**src/rtl/adder_pkg.sv**
```systemverilog
// Shared op codes and flag bundle for the pipelined add/subtract unit.
package adder_pkg;

    localparam logic [1:0] OP_ADD = 2'b00;
    localparam logic [1:0] OP_SUB = 2'b01;
    localparam logic [1:0] OP_ADC = 2'b10;
    localparam logic [1:0] OP_SBB = 2'b11;

    typedef struct packed {
        logic s;
        logic zr;
        logic cy;
        logic p;
        logic v;
    } flags_t;

endpackage

```
**src/rtl/adder_flags.sv**
```systemverilog
// Combinational flag derivation from a stage-1 result, its raw carry and its overflow bit.
module adder_flags
    import adder_pkg::*;
#(
    parameter int WIDTH = 16
) (
    input  logic [WIDTH-1:0] z,
    input  logic             cy,
    input  logic             v,
    output flags_t           flags
);

    assign flags.s  = z[WIDTH-1];
    assign flags.zr = (z == '0);
    assign flags.cy = cy;
    assign flags.p  = ~^z;
    assign flags.v  = v;

endmodule

```
**src/rtl/adder_pipe_flags.sv**
```systemverilog
// Two-stage add/subtract pipeline with carry chaining, result flags and a global-stall handshake.
module adder_pipe_flags
    import adder_pkg::*;
#(
    parameter int WIDTH = 16
) (
    input  logic             clk,
    input  logic             rst_n,
    input  logic             in_valid,
    output logic             in_ready,
    input  logic [1:0]       in_op,
    input  logic [WIDTH-1:0] in_x,
    input  logic [WIDTH-1:0] in_y,
    output logic             out_valid,
    input  logic             out_ready,
    output logic [WIDTH-1:0] out_z,
    output logic             out_s,
    output logic             out_zr,
    output logic             out_cy,
    output logic             out_p,
    output logic             out_v
);

    localparam int MSB = WIDTH - 1;

    logic             adv;
    logic [WIDTH-1:0] y_eff;
    logic             cin;
    logic [WIDTH:0]   sum;
    logic             sum_v;
    logic             creg;

    logic             s1_valid;
    logic [WIDTH-1:0] s1_z;
    logic             s1_cy;
    logic             s1_v;
    flags_t           s1_flags;

    logic             s2_valid;
    logic [WIDTH-1:0] s2_z;
    flags_t           s2_flags;

    // The whole pipeline moves as one: it advances whenever the output slot is free or draining.
    assign adv      = ~s2_valid | out_ready;
    assign in_ready = adv;

    always_comb begin
        y_eff = in_y;
        cin   = 1'b0;
        unique case (in_op)
            OP_ADD: cin = 1'b0;
            OP_SUB: begin
                y_eff = ~in_y;
                cin   = 1'b1;
            end
            OP_ADC: cin = creg;
            OP_SBB: begin
                y_eff = ~in_y;
                cin   = creg;
            end
            default: cin = 1'b0;
        endcase
    end

    assign sum   = {1'b0, in_x} + {1'b0, y_eff} + {{WIDTH{1'b0}}, cin};
    assign sum_v = (in_x[MSB] == y_eff[MSB]) & (sum[MSB] != in_x[MSB]);

    // creg updates in stage 1, so a back-to-back ADC/SBB sees the previous beat's carry.
    always_ff @(posedge clk or negedge rst_n) begin
        // NOTE: all state uses non-blocking assignments so every register samples pre-edge values.
        if (!rst_n) begin
            s1_valid <= 1'b0;
            s1_z     <= '0;
            s1_cy    <= 1'b0;
            s1_v     <= 1'b0;
            creg     <= 1'b0;
        end else if (adv) begin
            s1_valid <= in_valid;
            if (in_valid) begin
                s1_z  <= sum[MSB:0];
                s1_cy <= sum[WIDTH];
                s1_v  <= sum_v;
                creg  <= sum[WIDTH];
            end
        end
    end

    adder_flags #(.WIDTH(WIDTH)) u_flags (
        .z     (s1_z),
        .cy    (s1_cy),
        .v     (s1_v),
        .flags (s1_flags)
    );

    always_ff @(posedge clk or negedge rst_n) begin
        if (!rst_n) begin
            s2_valid <= 1'b0;
            s2_z     <= '0;
            s2_flags <= '0;
        end else if (adv) begin
            s2_valid <= s1_valid;
            if (s1_valid) begin
                s2_z     <= s1_z;
                s2_flags <= s1_flags;
            end
        end
    end

    assign out_valid = s2_valid;
    assign out_z     = s2_z;
    assign out_s     = s2_flags.s;
    assign out_zr    = s2_flags.zr;
    assign out_cy    = s2_flags.cy;
    assign out_p     = s2_flags.p;
    assign out_v     = s2_flags.v;

endmodule

```
**config.mk**
```make
export PLATFORM = sky130hd
export DESIGN_NAME = adder_pipe_flags
export DESIGN_NICKNAME = d
export VERILOG_FILES = /design/src/rtl/adder_pkg.sv /design/src/rtl/adder_flags.sv /design/src/rtl/adder_pipe_flags.sv
export SDC_FILE = /design/constraint.sdc
export NUM_CORES = 1
export LEC_CHECK = 0
export BUFFER_PORTS_ARGS = -buffer_cell sky130_fd_sc_hd__buf_4
export CAP_MARGIN = 20
export CORE_UTILIZATION = 42
export DETAILED_ROUTE_END_ITERATION = 12
export MAX_ROUTING_LAYER = met4
export PLACE_DENSITY = 0.73
export SLEW_MARGIN = 10
export SYNTH_ARGS = -nofsm -noshare
export SYNTH_HDL_FRONTEND = slang
export SYNTH_HIERARCHICAL = 1
export SYNTH_SLANG_ARGS = --single-unit
```
**constraint.sdc**
```tcl
create_clock -name clk -period 6.8 [get_ports clk]
set_input_delay 1.36 -clock clk [delete_from_list [all_inputs] [get_ports clk]]
set_output_delay 1.36 -clock clk [all_outputs]
set_load 0.005 [all_outputs]
```
# == Word level (Yosys, flattened, before mapping) ==
# Index checks and enable logic that the tools add are counted.
# classes
add_sub_neg,2
eq_ne,5
n_mux,2
bitwise,4
reduce_logical,7
# ops
op,n
$add A16 B16 Y17,1
$add A17 B1 Y17,1
$logic_not A16 Y1,1
$mux W16,1
$not A16 Y16,1
$reduce_xnor A16 Y1,1
$eq A2 B2 Y1 const B,2
$reduce_and A2 Y1,2
$reduce_or A2 Y1,2
$pmux W1 S3,1
$eq A2 B1 Y1 const B,1
$logic_not A2 Y1,1
$and A1 B1 Y1,1
$eq A1 B1 Y1,1
$ne A1 B1 Y1,1
$not A1 Y1,1
$or A1 B1 Y1,1
# word_totals
register_bits,41
in_bits,38
output_inout_bits,23
word_cells,31

# == Logic depth before layout (Yosys ltp) ==
# Gate-level depths: netlist (run 1).
# depth
depth_word,7
ltp_mapped,12
ltp_nobuf,10

# == By module ==
# The synthesis (run 1) kept the hierarchy.
# modules_own_cells
module,instances,cells_per_inst,area_each_um2,seq_area_each_um2
adder_pipe_flags,1,232,2487.4,1026.0
adder_flags,1,37,260.2,0.0

# == Worst setup path after synthesis (run 1) ==
# No wires, ideal clock.
# synth_timing
path_kind,in2reg
startpoint,in in_op[0]
endpoint,reg s1_cy
setup_ns,0.086
arrival_time_ns,4.076
t_required_ns,6.714
path_slack_ns,2.638
cell_stages,12
path_buffers,2
cell_sequence,clkbuf_1 > buf_2 > xor2_1 > fa_1 > inv_1 > fa_1 > and2b_1 > o211ai_1 > a21o_1 > o41ai_2 > a2111oi_2 > nor3_1
# synth_via
elab_chain_cells,5
word_cells_on_any_way,10
classes_between,add/sub: 2; eq/ne: 3; mux: 2; reduce/logical: 3
# synth_lines
item,line,source
"start, declared",adder_pipe_flags.sv:11,"input logic [1:0] in_op,"
$eq A2 B2 Y1 / $eq A2 B1 Y1 (equally long branches),adder_pipe_flags.sv:50,unique case (in_op)
$reduce_or A2 Y1 (no line),-,
$mux W16,-,
$add A16 B16 Y17,adder_pipe_flags.sv:65,"assign sum = {1'b0, in_x} + {1'b0, y_eff} + {{WIDTH{1'b0}}, cin};"
$add A17 B1 Y17 *,adder_pipe_flags.sv:65,
"end signal, assigned",adder_pipe_flags.sv:81,s1_cy <= sum[WIDTH];
"end, declared",adder_pipe_flags.sv:35,logic s1_cy;
# Mark *: on every way between the ends. The rest lies on a longest branch, timed or not.
# A chain may end at the register's enable or synchronous reset.

# == Final worst setup path (run 1) ==
# Same ends and word-level chain as after synthesis.

==> summary.md, run 1 <==
| Metric | Value |
|---|---|
| Switching Share | `0.332` |
| Vias per cell | `5.15` |
| Fmax | `between 200 and 300 MHz` |
| Die height | `roughly 83 um` |
| R2r worst-path depth | `10` |
| Post-synth top flop | `dfrtp_1` |
| Antenna Nets Post-Route | `0` |
| Final setup fails | `0` |
| R2r startpoint | `s1_cy` |
| GRT Util Overall | `0.174` |
| Remaining Overflow, GRT | `0` |
| Post-synthesis cell area | `0.00275 sq mm` |
| Worst skew pair latency | `0.29 ns` |
| Sequential area share after synthesis | `0.373` |
| First-pass GRT wire length | `9.53 mm` |
| Vias in the first global route | `slightly above 2000` |
| Net count after synthesis | `roughly 330` |
| Final Slew Violations | `0` |
| Hold-fix buffers at CTS | `0` |
| Fill cells | `around 580` |
| Number of diodes | `0` |
| Setup TNS | `0 ns` |
| HPWL after DPL | `4.50 mm` |
| Post-synth EDFFs | `0` |
| Hold Startpoint | `s1_valid` |
| Hold Path Stages | `2` |
| Leakage | `1.58 nW` |
| Reg2reg end | `s1_cy` |
| Reg2Reg Setup Slack | `4.02 ns` |
| Vias | `a little over 2000` |
| CP endpoint kind | `register` |
| Critical path arrival | `3.92 ns` |
| Crit path max-delay family | `compound AO/OA/AOI/OAI gates` |
| Hold endpoint | `out_valid` |
| Worst Hold Class | `register to register` |
| Post-DP Area | `approximately 0.0032 sq mm` |
| CP max stage delay | `0.50 ns` |
| 1st-pass router iterations | `4` |
| Clock Power Share | `0.149` |
| Max rail drop VDD | `about 230 uV` |
| Routability Congestion | `0.822` |
| Crit-path cells | `buf_4 > xor2_1 > fa_1 > inv_1 > fa_1 > and2b_1 > o211ai_1 > a21o_1 > o41ai_2 > a2111oi_2 > nor3_1` |
| Die Width | `82.9 um` |
| Clock Tree Buf Depth | `2` |
| Critical path class | `input port to register` |
| Final worst-path cycle share | `0.545` |
| RSZ-0062 raised after global routing | `no` |
| Largest net degree at the start of global routing | `42` |
| Num rows | `29` |
| Sequential cell area | `0.00103 sq mm` |
| Syn Area/Cell | `10.2 sq um` |
| Hold WS | `0.472 ns` |
| Post-route design area | `0.00333 sq mm` |
| # port buffers | `60` |
| Comb pwr share | `0.475` |
| WP data required | `7.01 ns` |
| Slew headroom | `0.436` |
| Slew @ Worst Pin | `0.844 ns` |
| Synth Instances | `269` |
| Crit path max-delay cell type | `o41ai_2` |
| IO Pins | `61` |
| Core footprint | `0.00635 sq mm` |
| CP Launch Type | `input port` |
| Largest fanout on the critical path | `17` |
| Area Overhead vs Synth | `21.4%` |
| Synth async-reset ratio | `1.00` |
| Dpl cells | `396` |
| Initial antenna violation count | `0` |
| Clk sinks | `41` |
| Synth warnings | `6` |
| Sequential share of power | `0.376` |
| Wire per inst | `13.8 um` |
| PwrDens | `between 300 and 400 mW/mm^2` |
| Layout cell share with drive strength beyond 1 | `0.301` |
| Max_cap viols | `0` |
| Clock buffer count from CTS | `5` |
| # DRC | `0` |
| Clock slew at reported path FFs | `0.08 ns` |
| CTS tree | `yes` |
| Clock skew | `0.00622 ns` |
| Final Instance Count excl. Fillers | `403` |
| P_sw | `353 uW` |
| Starting DRT DRC Count | `48` |
| Final min period | `3.71 ns` |
| Status | `complete, no violations` |
| Die Area | `0.00687 sq mm` |
| FF+latch count, synth | `41` |
| H-Tree Depth | `2` |
| Initial Util | `0.433` |
| Final wirelength | `5.55 mm` |
| Internal | `just over 700 uW` |
| Final hold vios | `0` |
| Root Driver | `clkbuf_8` |
| Setup Fix Bufs, Post-CTS | `0` |
| CP Launch Point | `in_op[0]` |
| Unique cell type count in the Yosys netlist | `43` |
| Nets | `~390` |
| Bufs and invs on worst path | `2` |
| Worst path most repeated cell | `fa_1` |
| Post-cts sizing count | `0` |
| Area taken by multi-input logic gates | `0.00159 sq mm` |
power groups by stage:
stage,logic [mW],clock network [mW],registers [mW]
after global routing,0.562,0.172,0.414
after global placement,0.493,0,0.402
after CTS,0.512,0.161,0.402
after floorplan,0.338,0,0.393
after detailed placement,0.510,0,0.407
final,0.505,0.158,0.399
flip-flops by register name, summed over array words and instances (netlist names):
register,count
out_z,16
s1_z,16
out_cy,1
out_p,1
out_s,1
out_v,1
out_valid,1
out_zr,1
s1_cy,1
s1_v,1
s1_valid,1
tightest hold or removal path, cell delays in order (launching register included):
cell	delay [ns]
dfrtp_1	0.34
inv_1	0.05
nand2_1	0.05
worst max path at each step:
stage,cells after the start,endpoint
after floorplan,12,s1_cy
after global placement,11,s1_cy
after detailed placement,11,s1_cy
after CTS,11,s1_cy
after global routing,11,s1_cy
final,11,s1_cy
cell usage in the layout, fill, tap and decap left out, types with 2 or more instances in the layout:
cell type  netlist  routed
a2111oi_2        2       2
xnor2_1         13      13
buf_4            3      61
nand4_1          2       2
nor2_1           8       8
a21o_1           5       5
nor3_1           4       4
nand2_1         22      22
mux2_2          24      24
xor2_1          18      18
fa_1             2       2
ha_1            23      23
dfrtp_1         41      41
clkbuf_8         0       6
o21a_1           3       3
mux2i_1          2       2
o31ai_1          2       2
nand3b_1         2       2
nor3b_1          6       6
nand2b_1         3       3
o211ai_1         6       6
o21ai_1          8       8
a21oi_1          9       9
a211oi_1         2       2
inv_1           22      22
o21ai_0         13      13
per-stage QoR:
stage	worst slack [ns]	power (mW)	util
finish	3.09	1.06	0.525
floorplan	2.64	0.732	-
detailed placement	2.80	0.917	0.512
global placement	2.88	0.895	0.512
CTS	3.09	1.07	0.525
global route	2.82	1.15	0.525
layer usage:
layer | GRT usage | vias up | part of all wire
met3 | 0.0239 | 5 | 0.037
met4 | 0.0517 | 0 | 0.013
met2 | 0.262 | 50 | 0.45
met1 | 0.247 | 971 | 0.50
met5 | - | - | 0
li1 | - | 1049 | -
synthesized netlist by cell type, types with 4 or more instances:
master | count | share of area
o21ai_0 | 13 | 0.024
o21ai_1 | 8 | 0.015
nand2_1 | 22 | 0.030
o211ai_1 | 6 | 0.016
nor2_1 | 8 | 0.011
ha_1 | 23 | 0.10
dfrtp_1 | 41 | 0.37
nor3_1 | 4 | 0.0073
clkbuf_1 | 7 | 0.0096
a21oi_1 | 9 | 0.016
nor3b_1 | 6 | 0.016
mux2_2 | 24 | 0.098
xnor2_1 | 13 | 0.041
a21o_1 | 5 | 0.014
xor2_1 | 18 | 0.057
inv_1 | 22 | 0.030
area by class of cell:
type                            instances  share of cell area
Sequential cell                        41               0.308
Clock buffer                            7              0.0259
Timing Repair Buffer                   61               0.137
Multi-Input combinational cell        195               0.475
Tap cell                               77              0.0289
Inverter                               22              0.0248
kinds of logic (layout without fill, tap and decap cells):
logic type,after synthesis,count (layout),share of synthesized area
compound gates,60,60,0.156
xor+xnor,31,31,0.0988
flops,41,41,0.373
simple gates,53,53,0.0975
fa+ha+maj,25,25,0.119
buf+inv,33,90,0.0496
mux,26,26,0.106
Power figures use the tool's default switching activity.
==> inputs of run 2 (changes only) <==
==> constraint.sdc (replaced) <==
create_clock -name clk -period 3.8 [get_ports clk]
set_input_delay 0.76 -clock clk [delete_from_list [all_inputs] [get_ports clk]]
set_output_delay 0.76 -clock clk [all_outputs]
set_load 0.005 [all_outputs]
==> run 2 against run 1 <==
Net effect: sequential share of layout area unchanged; design area unchanged; worst setup slack worse by 2.4 ns; routed wire length up 0.59%; clock skew about the same; via count up 2.8%; sequential cell count unchanged; core utilization unchanged; count of clock-buffer cells in the layout unchanged; global-route usage down 0.11 points; combinational power up 78%; sequential power up 80%; critical path type unchanged.
==> summary.md, run 2 (synthesized netlist as in run 1, its figures left out) <==
| Metric | Value |
|---|---|
| Max_cap viols | `0 (unchanged)` |
| # port buffers | `60 (unchanged)` |
| First-pass GRT wire length | `9.47 mm (-0.58%)` |
| Wire per inst | `13.9 um (+0.59%)` |
| Die height | `82.9 um (unchanged)` |
| Clock slew at reported path FFs | `0.07 ns (about the same)` |
| Initial antenna violation count | `0 (unchanged)` |
| Largest fanout on the critical path | `17 (unchanged)` |
| Clk sinks | `41 (unchanged)` |
| Vias in the first global route | `1960 (-2.9%)` |
| Clock Tree Buf Depth | `2 (unchanged)` |
| Clock buffer count from CTS | `5 (unchanged)` |
| H-Tree Depth | `2 (unchanged)` |
| Root Driver | `clkbuf_8` |
| HPWL after DPL | `4.51 mm (+0.25%)` |
| Most frequent cells in the layout | `buf_4, dfrtp_1, mux2_2, ha_1` |
| Clock skew | `0.00614 ns (-0.0000803 ns)` |
| Die Width | `82.9 um (unchanged)` |
| Worst skew pair latency | `0.29 ns (about the same)` |
| Worst path most repeated cell | `fa_1` |
| Final min period | `3.10 ns` |
| Switching Share | `0.331 (-0.000731)` |
| Setup TNS | `0 ns (unchanged)` |
| Remaining Overflow, GRT | `0 (unchanged)` |
| Post-cts sizing count | `0 (unchanged)` |
| Leakage | `1.58 nW (unchanged)` |
| CP endpoint kind | `register` |
| Core footprint | `0.00635 sq mm (unchanged)` |
| P_sw | `629 uW (+78%)` |
| Most common cell after layout, fill and taps aside | `buf_4` |
| Vias | `2133 (+2.8%)` |
| Final wirelength | `5.58 mm (+0.59%)` |
| Worst Hold Class | `input port to async pin` |
| Total design power | `1.90 mW (+79%)` |
| Setup Fix Bufs, Post-CTS | `0 (unchanged)` |
| Internal | `1.27 mW (+79%)` |
| Sequential share of power | `0.378 (+0.002)` |
| Final Slew Violations | `0 (unchanged)` |
| Critical path class | `input port to register` |
| Clock Power Share | `0.148 (about the same)` |
| Number of diodes | `0 (unchanged)` |
| Largest net degree at the start of global routing | `42 (unchanged)` |
| Max rail drop VDD | `349 uV (+49%)` |
| Fmax | `323 MHz` |
| Antenna Nets Post-Route | `0 (unchanged)` |
| Hold-fix buffers at CTS | `0 (unchanged)` |
| CP max stage delay | `0.48 ns (-0.02 ns)` |
| Crit path max-delay cell type | `o41ai_2` |
| Crit-path cells | `buf_4 > xor2_1 > fa_1 > inv_1 > fa_1 > and2b_1 > o211ai_1 > a21o_1 > o41ai_2 > a2111oi_2 > nor3_1` |
| Final worst-path cycle share | `0.815` |
| WP data required | `4.02 ns (-2.99 ns)` |
| # DRC | `0 (unchanged)` |
| Nets | `389 (unchanged)` |
| 1st-pass router iterations | `4 (unchanged)` |
| IO Pins | `61 (unchanged)` |
| Starting DRT DRC Count | `66 (+38%)` |
| Final hold vios | `0 (unchanged)` |
| Num rows | `29 (unchanged)` |
| Slew headroom | `0.438 (+0.00223)` |
| Die Area | `0.00687 sq mm (unchanged)` |
| CP Launch Type | `input port` |
| Comb pwr share | `0.473 (-0.002)` |
| Layout cell share with drive strength beyond 1 | `0.301 (unchanged)` |
| GRT Util Overall | `0.173 (-0.00110)` |
| Initial Util | `0.433 (unchanged)` |
| Fill cells | `574 (-1.4%)` |
| Vias per cell | `5.29 (+2.8%)` |
| Core Util, Final | `0.525 (unchanged)` |
| Status | `complete, no violations` |
| PwrDens | `569 mW/mm^2 (+79%)` |
| Slew @ Worst Pin | `0.840 ns (-0.00334 ns)` |
| RSZ-0062 raised after global routing | `no` |
| Critical path arrival | `3.31 ns (-0.61 ns)` |
| Area Overhead vs Synth | `21.4% (unchanged)` |
| R2r worst-path depth | `10 (unchanged)` |
| Final setup fails | `0 (unchanged)` |
| CTS tree | `yes` |
| Routability Congestion | `0.860 (+4.6%)` |
## run 2: cell counts in the layout (fill, tap and decap cells not counted)
No cell type changed its count.
## run 2: layout make-up
type                            count  area [sq um]  area share
Timing Repair Buffer               61           458       0.137
Inverter                           22          82.6      0.0248
Multi-Input combinational cell    195          1590       0.475
Sequential cell                    41          1030       0.308
Tap cell                           77          96.3      0.0289
Clock buffer                        7          86.3      0.0259
## run 2: worst paths after layout
path | to | slack [ns] | startpoint
hold / removal | out_z[4] | 0.44 | rst_n
min in group clk | out_valid | 0.48 | s1_valid
hold reg to reg | out_valid | 0.48 | s1_valid
max in group asynchronous | out_z[11] | 3.01 | rst_n
setup reg to reg | s1_cy | 1.01 | s1_cy
setup / recovery | s1_cy | 0.70 | in_op[0]
## run 2: power groups by stage
stage	sequential (mW)	clock, mW	combinational (mW)
global placement	0.720	0	0.879
detailed placement	0.730	0	0.906
floorplan	0.704	0	0.605
global route	0.744	0.308	1.00
CTS	0.720	0.294	0.908
finish	0.717	0.282	0.898
## run 2: critical path, delay by kind of cell
family          cells  cell delay [ns]
compound gates      4             0.96
fa+ha+maj           2             0.63
simple gates        2             0.44
buf+inv             2             0.31
xor+xnor            1             0.22
## run 2: per-layer routing
| layer | share of wire | up-vias | GRT usage |
|---|---|---|---|
| met1 | 0.49 | 1009 | 0.245 |
| met3 | 0.044 | 7 | 0.0268 |
| met2 | 0.45 | 65 | 0.255 |
| met5 | 0 | - | - |
| met4 | 0.013 | 0 | 0.0564 |
| li1 | - | 1052 | - |
## run 2: stage by stage
step                hold slack [ns]  worst slack [ns]  area (sq um)  instances
floorplan                     0.436             0.238          2750        269
global placement              0.453             0.458          3250        396
detailed placement            0.467             0.408          3250        396
CTS                           0.450             0.710          3330        403
global route                  0.469             0.502          3330        403
finish                        0.439             0.704          3330        403
